## src/rtl/trigger_sequencer.sv

```systemverilog
// Multi-stage trigger engine: walks up to `levels` match stages over the sample
// stream and produces ring-buffer store qualifiers plus a post-trigger countdown.
module trigger_sequencer #(
  parameter int size    = 32,
  parameter int levels  = 8,
  parameter int saddr_w = 24,
  parameter int cnt_w   = 16
) (
  input  logic                       clk,
  input  logic                       reset,
  input  logic                       sample_en,
  input  logic [size-1:0]            dinput,
  input  logic                       arm,
  input  logic                       abort,
  input  logic [$clog2(levels):0]    num_levels,
  input  logic [levels*size-1:0]     trig_mask,
  input  logic [levels*size-1:0]     trig_type,
  input  logic [levels*size-1:0]     trig_level,
  input  logic [levels-1:0]          trig_mode,
  input  logic [levels*cnt_w-1:0]    trig_count,
  input  logic [saddr_w-1:0]         post_trigger_count,
  input  logic [saddr_w-1:0]         buffer_size,
  output logic                       ready,
  output logic                       armed,
  output logic                       triggered,
  output logic                       done,
  output logic [$clog2(levels)-1:0]  stage,
  output logic                       store,
  output logic [saddr_w-1:0]         sample_addr,
  output logic [saddr_w-1:0]         trigger_pos,
  output logic [1:0]                 state_dbg
);

  localparam int SW = $clog2(levels);
  localparam int NW = $clog2(levels) + 1;

  typedef enum logic [1:0] {S_IDLE, S_ARMED, S_POST, S_DONE} state_t;

  state_t             state_q;
  logic               ready_q, armed_q, triggered_q, done_q, store_q;
  logic [SW-1:0]      stage_q;
  logic [cnt_w-1:0]   occ_q;
  logic [saddr_w-1:0] wptr_q, postcnt_q, sample_addr_q, trigger_pos_q;
  logic [size-1:0]    prev_q;
  logic               prev_valid_q;

  logic [size-1:0]    mask_s, type_s, lvl_s, bit_lvl, bit_edge, bit_match;
  logic               mode_s, stage_match, stage_done;
  logic [cnt_w-1:0]   cnt_s, need_s;
  logic [cnt_w:0]     occ_inc;
  logic [NW-1:0]      nl_eff;
  logic [SW-1:0]      last_idx;
  logic [saddr_w-1:0] wptr_inc;

  always_comb begin
    mask_s = '0;
    type_s = '0;
    lvl_s  = '0;
    mode_s = 1'b0;
    cnt_s  = '0;
    for (int k = 0; k < levels; k++) begin
      if (stage_q == SW'(k)) begin
        mask_s = trig_mask[k*size +: size];
        type_s = trig_type[k*size +: size];
        lvl_s  = trig_level[k*size +: size];
        mode_s = trig_mode[k];
        cnt_s  = trig_count[k*cnt_w +: cnt_w];
      end
    end
    // Edge bits never match on the first sample after arm: no previous value yet.
    bit_lvl   = ~(dinput ^ lvl_s);
    bit_edge  = {size{prev_valid_q}} & (prev_q ^ dinput) & bit_lvl;
    bit_match = (type_s & bit_edge) | (~type_s & bit_lvl);
    if (mask_s == '0)
      stage_match = 1'b1;
    else if (mode_s)
      stage_match = |(bit_match & mask_s);
    else
      stage_match = &(bit_match | ~mask_s);
    need_s     = (cnt_s == '0) ? cnt_w'(1) : cnt_s;
    occ_inc    = {1'b0, occ_q} + (cnt_w+1)'(1);
    stage_done = stage_match && (occ_inc >= {1'b0, need_s});

    if (num_levels == '0)
      nl_eff = NW'(1);
    else if (num_levels > NW'(levels))
      nl_eff = NW'(levels);
    else
      nl_eff = num_levels;
    last_idx = SW'(nl_eff - NW'(1));

    wptr_inc = (wptr_q == buffer_size - saddr_w'(1)) ? '0 : wptr_q + saddr_w'(1);
  end

  always_ff @(posedge clk or negedge reset) begin
    if (!reset) begin
      state_q       <= S_IDLE;
      ready_q       <= 1'b1;
      armed_q       <= 1'b0;
      triggered_q   <= 1'b0;
      done_q        <= 1'b0;
      store_q       <= 1'b0;
      stage_q       <= '0;
      occ_q         <= '0;
      wptr_q        <= '0;
      postcnt_q     <= '0;
      sample_addr_q <= '0;
      trigger_pos_q <= '0;
      prev_q        <= '0;
      prev_valid_q  <= 1'b0;
    end else begin
      store_q <= 1'b0;
      if (abort) begin
        state_q       <= S_IDLE;
        ready_q       <= 1'b1;
        armed_q       <= 1'b0;
        triggered_q   <= 1'b0;
        done_q        <= 1'b0;
        stage_q       <= '0;
        occ_q         <= '0;
        trigger_pos_q <= '0;
      end else begin
        case (state_q)
          S_IDLE, S_DONE: begin
            if (arm) begin
              state_q       <= S_ARMED;
              ready_q       <= 1'b0;
              armed_q       <= 1'b1;
              triggered_q   <= 1'b0;
              done_q        <= 1'b0;
              stage_q       <= '0;
              occ_q         <= '0;
              wptr_q        <= '0;
              trigger_pos_q <= '0;
              prev_valid_q  <= 1'b0;
            end
          end
          S_ARMED: begin
            if (sample_en) begin
              store_q       <= 1'b1;
              sample_addr_q <= wptr_q;
              wptr_q        <= wptr_inc;
              prev_q        <= dinput;
              prev_valid_q  <= 1'b1;
              if (stage_done) begin
                occ_q <= '0;
                if (stage_q >= last_idx) begin
                  triggered_q   <= 1'b1;
                  trigger_pos_q <= wptr_q;
                  postcnt_q     <= post_trigger_count;
                  armed_q       <= 1'b0;
                  if (post_trigger_count == '0) begin
                    state_q <= S_DONE;
                    done_q  <= 1'b1;
                    ready_q <= 1'b1;
                  end else begin
                    state_q <= S_POST;
                  end
                end else begin
                  // Next stage starts on the following sample, never this one.
                  stage_q <= stage_q + SW'(1);
                end
              end else if (stage_match) begin
                occ_q <= occ_inc[cnt_w-1:0];
              end
            end
          end
          S_POST: begin
            if (sample_en) begin
              store_q       <= 1'b1;
              sample_addr_q <= wptr_q;
              wptr_q        <= wptr_inc;
              postcnt_q     <= postcnt_q - saddr_w'(1);
              if (postcnt_q == saddr_w'(1)) begin
                state_q <= S_DONE;
                done_q  <= 1'b1;
                ready_q <= 1'b1;
              end
            end
          end
          default: state_q <= S_IDLE;
        endcase
      end
    end
  end

  assign ready       = ready_q;
  assign armed       = armed_q;
  assign triggered   = triggered_q;
  assign done        = done_q;
  assign stage       = stage_q;
  assign store       = store_q;
  assign sample_addr = sample_addr_q;
  assign trigger_pos = trigger_pos_q;
  assign state_dbg   = state_q;

endmodule

```

## config.mk

```make
export PLATFORM = sky130hd
export DESIGN_NAME = trigger_sequencer
export DESIGN_NICKNAME = d
export VERILOG_FILES = /design/src/rtl/trigger_sequencer.sv
export SDC_FILE = /design/constraint.sdc
export NUM_CORES = 1
export LEC_CHECK = 0
export BUFFER_PORTS_ARGS = -buffer_cell sky130_fd_sc_hd__buf_2
export CAP_MARGIN = 20
export CELL_PAD_IN_SITES_DETAIL_PLACEMENT = 1
export CELL_PAD_IN_SITES_GLOBAL_PLACEMENT = 2
export CORE_AREA = 2 2 407 409
export CTS_BUF_LIST = sky130_fd_sc_hd__clkbuf_4 sky130_fd_sc_hd__clkbuf_8
export DETAILED_ROUTE_END_ITERATION = 8
export DIE_AREA = 0 0 409 411
export GPL_ROUTABILITY_DRIVEN = 0
export GPL_TIMING_DRIVEN = 0
export PLACE_DENSITY_LB_ADDON = 0.1
export SLEW_MARGIN = 15
export SYNTH_ARGS = -nofsm -noshare
export SYNTH_HDL_FRONTEND = slang
export SYNTH_SLANG_ARGS = --single-unit
```

## constraint.sdc

```tcl
create_clock -name clk -period 7.6 [get_ports clk]
set_input_delay 1.52 -clock clk [delete_from_list [all_inputs] [get_ports clk]]
set_output_delay 1.52 -clock clk [all_outputs]
set_load 0.01 [all_outputs]
```

# Word-level counts from Yosys, hierarchy flattened
# Index checks and enable logic that the tools add are counted.
[classes]
addsub = 6
n_mul = 0
div = 0
order_cmp = 3
n_eq_ne = 27
shifts = 0
muxes = 106
n_bitwise = 13
n_reduce_logical = 24
[op_table]
columns = ["op", "count"]
rows = [
  ["$mux 32", 24],
  ["$mux 24", 11],
  ["$mux 16", 14],
  ["$and 32x32->32", 5],
  ["$pmux 24 s2", 3],
  ["$not 32->32", 3],
  ["$or 32x32->32", 2],
  ["$xor 32x32->32", 2],
  ["$sub 24x1->24 const B", 2],
  ["$mux 1", 33],
  ["$logic_not 32->1", 1],
  ["$pmux 16 s2", 1],
  ["$reduce_and 32->1", 1],
  ["$reduce_or 32->1", 1],
  ["$add 24x1->24 const B", 1],
  ["$eq 24x1->1 const B", 1],
  ["$eq 24x24->1", 1],
  ["$logic_not 24->1", 1],
  ["$ne 3x3->1 const B", 8],
  ["$mux 3", 7],
  ["$add 16x1->17 const B", 1],
  ["$ge 17x16->1", 1],
  ["$logic_not 16->1", 1],
  ["$mux 2", 7],
  ["29 further kinds", 47],
]
[word_totals]
ff_bits = 155
latch_bits = 0
ram_bits = 0
mem_bits_ro = 0
output_inout_bits = 58
n_memories = 0

# Longest topological paths before layout
# Gate-level depths: netlist of run 1.
[depth]
word_depth = 23
mapped_depth = 36
depth_no_buf = 25

# Least setup slack after synthesis of run 1
# No wires, ideal clock.
[synth_timing]
path_type = "reg-to-reg"
from = "register stage_q[2] (netlist: stage[2])"
to = "register trigger_pos_q[10] (netlist: trigger_pos[10])"
setup_time_ns = 0.121
arrival_time_ns = 6.060
required_time_ns = 7.479
setup_slack_ns = 1.419
path_stages_with_launch = 37
path_buffers = 13
path_cell_list = "dfrtp_1 buf_4 inv_2 buf_4 buf_2 buf_2 buf_2 ha_1 buf_2 buf_2 buf_2 buf_2 buf_2 buf_1 a211oi_1 a211oi_1 nor3_1 a211oi_1 nor3_1 a21oi_1 and4_1 nand4_1 o31ai_1 ha_1 nor2b_1 o21a_1 o21ai_0 nand2b_1 a21oi_1 o211ai_1 a2111o_1 nand2_1 a21oi_2 and3_1 buf_2 buf_2 a22o_1"
[synth_between]
elab_chain_cells = 21
word_cells_on_any_way = 71
[synth_rtl]
columns = ["item", "line", "rtl"]
rows = [
  ["from (decl)", "41", "logic [SW-1:0] stage_q;"],
  ["from (signal assigned)", "161", "stage_q <= stage_q + SW'(1);"],
  ["$logic_not 3->1", "62", "if (stage_q == SW'(k)) begin"],
  ["$mux 32 (8 in series)", "62", ""],
  ["$xor 32x32->32", "71", "bit_lvl = ~(dinput ^ lvl_s);"],
  ["$not 32->32", "71", ""],
  ["$and 32x32->32", "72", "bit_edge = {size{prev_valid_q}} & (prev_q ^ dinput) & bit_lvl;"],
  ["$and 32x32->32", "73", "bit_match = (type_s & bit_edge) | (~type_s & bit_lvl);"],
  ["$or 32x32->32", "73", ""],
  ["$or 32x32->32 / $and 32x32->32 (equally long branches)", "79, 77", ""],
  ["$reduce_and 32->1 / $reduce_or 32->1 (equally long branches)", "79, 77", ""],
  ["$mux 1", "76", "else if (mode_s)"],
  ["$mux 1", "74", "if (mask_s == '0)"],
  ["$logic_and 1x1->1", "82", "stage_done = stage_match && (occ_inc >= {1'b0, need_s});"],
  ["$ne 3x3->1 (no source line)", "-", ""],
  ["$reduce_and 5->1 (no source line) *", "-", ""],
  ["to (signal assigned)", "149", "trigger_pos_q <= wptr_q;"],
  ["to (decl)", "43", "logic [saddr_w-1:0] wptr_q, postcnt_q, sample_addr_q, trigger_pos_q;"],
]
# Mark *: on every way between the ends. The rest lies on a longest branch, timed or not.
# A chain may end at the register's enable or synchronous reset.

# Worst setup path in the final report of run 1
# Ends and elaborated chain as after synthesis.

==> flow_summary.ini, run 1 <==
[floorplan]
dieArea_mm2 = 0.1681
row_count = 149
core_area_mm2 = 0.1639
die_height_um = 411
initial_utilization_pct = 12.97
ios = 1051
fp.dieW_um = 409

[grt]
grt_max_degree = 80
grt_pass1_vias = 31690
grt_pass1_wl_um = 340700
grt_antenna_before_repair = 227
grt_overflow = 0
grt_usage_pct = 30.70

[yosys]
syn_area_per_cell_um2 = 7.176
synth_edf_count = 0
netlist.area_leader.share_pct = 18.14
yosysSeqAreaShare_pct = 18.26
synth_top_cell_by_area = dfrtp_1
yosys-top-cells-area = dfrtp_1 18%, nand2_1 5.6%, a21oi_1 5.1%
syn_nets = 3987
synth_area_mm2 = 0.02125
postSynthCellCount = 2961
async_flop_share_pct = 100.0
synth_ff_type = dfrtp_1
synth.distinct_cells = 96
ys_seq_elements = 155
yosysWarnings = 0

[finish]
drive_above_1_share_pct = 34.27
mostFrequentLayoutCells = 1155 x buf_2, 315 x nand2_1, 208 x o21ai_0
multiInputGateArea_mm2 = 0.01570
post-route-cell-area_mm2 = 0.03037
post_layout_nonfiller_instances = 6334
utilization_pct = 18.53
seq_area_mm2 = 0.003881
areaGrowthSynthToFinish_pct = 42.93
nNetsFinal = 5055
fillers = 20160
final_common_cell = buf_2

[route]
wl_um = 269100
drtIter0Drc = 3406
ant_nets = 0
viasPerCell = 5.056
wl_per_cell_um = 42.48
drc = 0
route.vias.total = 32030
dr.pass1.iters = 7

[timing]
final_max_slew_viol_count = 0
tightest_slew_ps = 1342
timing_hold_violations_final = 0
min_period_ps = 7579
clock.fmax_mhz = 131.9
finalCritPeriodShare_pct = 99.73
clock_skew_ps = 37.34
setup_tns_ps = 0
slew_headroom_pct = 9.131
setup_viol = 0

[placed_design]
place_inst = 6202
hpwlAfterDp_um = 227400
place_area_mm2 = 0.02939
io_buffers = 1041

[setup_path]
r2r_end = trigger_pos[10]
r2r_slack_ps = 20
worstPathCellList = buf_4, inv_2, buf_8, buf_8, buf_12, ha_4, buf_4, or2_2, buf_2, clkbuf_2, a221oi_1, o311ai_1, o221ai_1, o21ai_0, nand4_1, nor4_2, a31oi_4, a21oi_2, and3_1, buf_2, buf_2, a22o_1
worstPathArrival_ps = 8060
slowest_delay_ps = 900
endpoint_kind = flop
worst-path-buf-inv = 10
r2r-start = stage[2]
critical_path_required_ps = 8080
crit_slowest_cell = o311ai_1
start_kind = flop
critPathMaxFanout = 19
crit_type = reg -> reg
cp_common_cell = buf_2
r2r_cells = 22
critPathTopFamily = compound AO/OA/AOI/OAI gates

[worst_hold_path]
min_from = postcnt_q[19]
hold_depth = 1
holdCritPathClass = reg -> reg
hold_end = postcnt_q[19]

[power]
power.density_mw_per_mm2 = 121.7
power.share.sequential_pct = 30.1
clkPwrFrac_pct = 22.1
ir_drop_mv = 0.1106
p_int_w = 0.002037
power_w = 0.003696
p_leak_nw = 13.17
sw_frac_of_total_pct = 44.88
comb_power_share_pct = 47.8
switchingPower_w = 0.001659

[cts]
clockBufferDepth = 2
cts_tree = done
clkLatencyLatePin_ps = 570
htreeDepth = 4
cts_buffers = 17
ctsHoldBuffers = 0
clockRootBuffer = clkbuf_8
cts.sinks = 155
clk_pin_slew_worst_paths_ps = 100

[run]
drv_cap = 0

[status]
status = completed
-- worst reg2reg max path: stages (launching register included) --
cell and delay, ps:
dfrtp_2 470, buf_4 210, inv_2 80, buf_8 210
buf_8 230, buf_12 220, ha_4 270, buf_4 220
or2_2 120, buf_2 440, clkbuf_2 530, a221oi_1 110
o311ai_1 900, o221ai_1 340, o21ai_0 760, nand4_1 240
nor4_2 520, a31oi_4 290, a21oi_2 430, and3_1 230
buf_2 250, buf_2 280, a22o_1 180
-- stage by stage --
step,hold WS (ps),setup WS [ps]
final,506.1,20.67
after global routing,523.5,-6.774
after CTS,511.9,-48.52
after detailed placement,477.0,-3795
after global placement,480.5,-3795
after floorplan,466.0,1419
-- layout make-up --
class                           instances  area share, %
Clock inverter                         12         0.6963
Timing Repair Buffer                 1058          17.80
Antenna cell                          103         0.8487
Tap cell                             2189          9.019
Inverter                              121          1.496
Buffer                                276          4.800
Clock buffer                           20         0.8652
Multi-Input combinational cell       2400          51.70
Sequential cell                       155          12.78
-- power groups by stage --
stage	registers [W]	clock network (W)	logic (W)
2_1_floorplan	0.00110	0	0.000788
3_3_place_gp	0.00113	0	0.00173
3_5_place_dp	0.00113	0	0.00175
4_1_cts	0.00111	0.000873	0.00176
5_1_grt	0.00114	0.000896	0.00189
6_report	0.00111	0.000818	0.00177
-- synthesized netlist by cell type (28+ instances only) --
cell type,n
o211ai_1,59
nor3_1,74
a211oi_1,56
o311ai_0,30
a21oi_1,215
xnor2_1,41
a22oi_1,40
mux2i_1,30
buf_2,126
mux2_2,43
a221oi_1,46
inv_1,118
nand3b_1,52
nor2b_1,74
o22ai_1,28
o2bb2ai_1,31
nand2b_1,69
ha_1,33
nor3b_1,33
a22o_1,49
dfrtp_1,154
xor2_1,62
nand3_1,84
o21ai_0,208
nand2_1,317
o21a_1,37
clkbuf_1,106
a32o_1,32
nor2_1,192
-- logic make-up after synthesis --
| kind of cell | count (synthesis) | share of synthesized area [%] |
|---|---|---|
| AO/OA/AOI/OAI | 1131 | 37.60 |
| AND/OR/NAND/NOR | 1060 | 25.62 |
| buffers and inverters | 406 | 8.644 |
| flip-flops | 155 | 18.26 |
| XOR/XNOR | 103 | 4.246 |
| multiplexers | 73 | 3.692 |
| adder cells (fa/ha/maj) | 33 | 1.943 |
-- worst max path at each step --
stage	from	to	slack, ps	depth (start not counted)
6_report	stage[2]	trigger_pos[10]	20	22
5_1_grt	stage[1]	trigger_pos[9]	-7	30
4_1_cts	stage[2]	occ_q[1]	-50	20
3_5_place_dp	stage[2]	stage[2]	-3790	34
3_3_place_gp	stage[2]	stage[2]	-3790	34
2_1_floorplan	stage[2]	trigger_pos[10]	1420	36
-- state kept, by name (all words and copies together), names as in the netlist --
signal,flops
prev_q,32
postcnt_q,24
sample_addr,24
trigger_pos,24
wptr_q,24
occ_q,16
stage,3
state_dbg,2
armed,1
done,1
prev_valid_q,1
ready,1
store,1
triggered,1
-- routing by layer --
layer  vias to the layer above  track usage, %  part of all wire, %
met5                         -               0                 0.22
met4                        90           14.15                  5.2
met3                       545           8.300                  8.0
met2                      1769           50.82                   46
met1                     16240           36.87                   40
li1                      13380               -                    -
-- what timing repair did --
item / 4_1_cts / 5_1_grt
gates resized for setup: 47 / 27
setup buffers: 4 / 1
setup endpoints to repair: 73 / 65
pin swaps: 3 / 4
Note: power is estimated with default switching activity, not from simulation.
==> run 2, diff against run 1 <==
--- a/config.mk
+++ b/config.mk
@@ -5,14 +5,15 @@
 export SDC_FILE = /design/constraint.sdc
 export NUM_CORES = 1
 export LEC_CHECK = 0
+export ABC_AREA = 1
 export BUFFER_PORTS_ARGS = -buffer_cell sky130_fd_sc_hd__buf_2
 export CAP_MARGIN = 20
 export CELL_PAD_IN_SITES_DETAIL_PLACEMENT = 1
 export CELL_PAD_IN_SITES_GLOBAL_PLACEMENT = 2
-export CORE_AREA = 2 2 407 409
+export CORE_AREA = 2 2 403 405
 export CTS_BUF_LIST = sky130_fd_sc_hd__clkbuf_4 sky130_fd_sc_hd__clkbuf_8
 export DETAILED_ROUTE_END_ITERATION = 8
-export DIE_AREA = 0 0 409 411
+export DIE_AREA = 0 0 405 407
 export GPL_ROUTABILITY_DRIVEN = 0
 export GPL_TIMING_DRIVEN = 0
 export PLACE_DENSITY_LB_ADDON = 0.1
==> run 2 against run 1 <==
Die area down 1.9%. Register-to-register slack improved by 620 ps. Final area decreased by 3.6%. First-iteration DRC count shrank 46%. Via count down 6.2%. Critical path depth rose by 7. Setup slack gained 620 ps. Global-route usage decreased by 6.9 points. Sequential share of layout area is 0.47 points higher. Core utilization fell by 0.26 points. Clock skew is 1.1 ps lower. Clock power decreased by 14%. Critical path type unchanged. Critical endpoint is now trigger_pos[18]. Largest cell class unchanged. Highest routed layer unchanged.
==> flow_summary.ini, run 2 <==
[timing]
min_period_ps = 6955
final_max_slew_viol_count = 0
fin_hold_ws_ps = 478.8
clock_skew_ps = 36.22
slew_headroom_pct = 28.81
tightest_slew_ps = 1068
finalCritPeriodShare_pct = 91.51
timing_hold_violations_final = 0
clock.fmax_mhz = 143.8
rsz0062_at_grt = no
setup_viol = 0

[power]
p_leak_nw = 15.95
ir_drop_mv = 0.1429
power.density_mw_per_mm2 = 269.1

[grt]
grt_pass1_wl_um = 265500
grt_usage_pct = 23.76
grt_antenna_before_repair = 244
grt_overflow = 0
grt_max_degree = 71
grt_pass1_vias = 30680

[finish]
nNetsFinal = 5936
fillers = 20620
drive_above_1_share_pct = 27.30
post_layout_nonfiller_instances = 7155
largest_register = prev_q
largest_reg_flops = 32
final_common_cell = nand2_1
mostFrequentLayoutCells = 1449 x nand2_1, 1121 x buf_2, 511 x nand3_1
multiInputGateArea_mm2 = 0.01424
areaGrowthSynthToFinish_pct = 41.72
seq_area_mm2 = 0.003880

[route]
route.vias.total = 30040
drtIter0Drc = 1828
viasPerCell = 4.198
wl_per_cell_um = 28.30
ant_nets = 0
dr.pass1.iters = 5
wl_um = 202500
drc = 0

[setup_path]
critPathMaxFanout = 10
crit_slowest_cell = dfrtp_1
start_kind = flop
r2r_slack_ps = 650
r2r_cells = 29
crit_type = reg -> reg
critical_path_required_ps = 8140
slowest_delay_ps = 480
startpoint = stage[0]
cp_common_cell = nand2_1
endpoint_kind = flop
r2r-start = stage[0]
r2r_end = trigger_pos[18]
worstPathArrival_ps = 7500

[run]
drv_cap = 0

[yosys]
syn_area_per_cell_um2 = 5.383
ys_seq_elements = 155
synth_area_mm2 = 0.02066
yosysMostFrequentCell = nand2_1
synth_edf_count = 0
yosysSeqAreaShare_pct = 18.78
netlist_top_cells_count = 1449 x nand2_1, 511 x nand3_1, 411 x inv_1
async_flop_share_pct = 100.0
synth.distinct_cells = 52
netlist.area_leader.share_pct = 26.33
syn_nets = 4864
yosys-top-cells-area = nand2_1 26%, dfrtp_1 19%, nand3_1 12%
synth_ff_type = dfrtp_1
synth_top_cell_by_area = nand2_1
postSynthCellCount = 3838
yosysWarnings = 0

[cts]
clockBufferDepth = 2
htreeDepth = 4
ctsHoldBuffers = 0
clockRootBuffer = clkbuf_8
clk_pin_slew_worst_paths_ps = 110
cts_buffers = 17
cts.sinks = 155
clkLatencyLatePin_ps = 630
cts_tree = done

[worst_hold_path]
hold_end = trigger_pos[15]
min_from = trigger_pos[15]
hold_depth = 2
holdCritPathClass = reg -> reg

[floorplan]
ios = 1051
dieArea_mm2 = 0.1648
core_area_mm2 = 0.1602
initial_utilization_pct = 12.90
row_count = 147
die_height_um = 407
fp.dieW_um = 405

[status]
status = completed

[placed_design]
place_inst = 7050
hpwlAfterDp_um = 178700
io_buffers = 1050
-- run 2: changes by cell type after synthesis, moves of 64 or more --
cell and delta:
inv_1 +293, nor2b_1 -74, nand2_1 +1132, o21ai_0 -64, a21oi_1 -197, nand3_1 +427
nor2_1 +143, or2_2 +146, nand2b_1 -69
-- run 2: how the worst max path moves through the flow --
| stage | end | cells after the start |
|---|---|---|
| 2_1_floorplan | postcnt_q[15] | 31 |
| 3_3_place_gp | occ_q[15] | 29 |
| 3_5_place_dp | occ_q[0] | 29 |
| 4_1_cts | occ_q[15] | 25 |
| 5_1_grt | trigger_pos[16] | 31 |
| 6_report | trigger_pos[18] | 29 |
-- run 2: cells by family (layout without fill, tap and decap cells) --
| group | count (synthesis) | count (layout) | synth area share, % |
|---|---|---|---|
| AND/OR/NAND/NOR | 2596 | 2596 | 53.96 |
| buffers and inverters | 643 | 1728 | 12.34 |
| AO/OA/AOI/OAI | 313 | 313 | 8.770 |
| flip-flops | 155 | 155 | 18.78 |
| XOR/XNOR | 98 | 98 | 4.155 |
| adder cells (fa/ha/maj) | 33 | 33 | 1.999 |
| other | 0 | 72 | 0 |
-- run 2: metrics by stage --
step	total power, W	utilization [%]	setup TNS, ps	instance area (um2)	setup slack (ps)
after global placement	0.007300	17.86	-15870	28620	-398.4
after global routing	0.008637	18.21	0	29170	75.09
final	0.007879	18.28	0	29280	645.0
after detailed placement	0.007324	17.90	-17010	28680	-425.2
after CTS	0.008077	18.14	0	29060	110.6
after floorplan	0.004195	-	0	20660	2967
-- run 2: cell type report --
cell class	instances	area share [%]
Multi-Input combinational cell	3040	48.63
Timing Repair Buffer	1054	18.27
Sequential cell	155	13.25
Tap cell	2160	9.231
Buffer	224	3.338
Inverter	418	5.368
Clock inverter	13	0.4060
Antenna cell	72	0.6154
Clock buffer	19	0.8932
-- run 2: power by group --
| part | internal [W] | leakage [nW] | total (W) | switching [W] |
|---|---|---|---|---|
| clock network | 0.000258 | 0.197 | 0.000703 | 0.000445 |
| logic | 0.00163 | 13.7 | 0.00598 | 0.00436 |
| registers | 0.00101 | 2.07 | 0.00119 | 0.000179 |
| total | 0.00290 | 16.0 | 0.00788 | 0.00498 |
-- run 2: routing by layer --
layer	track usage, %	vias to the layer above	wire, um
li1	-	14400	-
met1	28.11	14130	83030
met3	7.411	410	15630
met5	0	-	811
met2	41.66	963	97890
met4	5.355	136	5097
-- run 2: critical path, delay by kind of cell (launching register included) --
family,cells,cell delay (ps)
buffers and inverters,8,2400
AOI/OAI and AO/OA,8,2090
and+or+nand+nor,11,1310
adders and majority gates,2,570
DFF,1,480
-- run 2: timing repair --
action,in CTS,in global routing
setup buffers,0,2
setup endpoints to repair,73,63
pin swaps,0,1
resized for setup,1,1
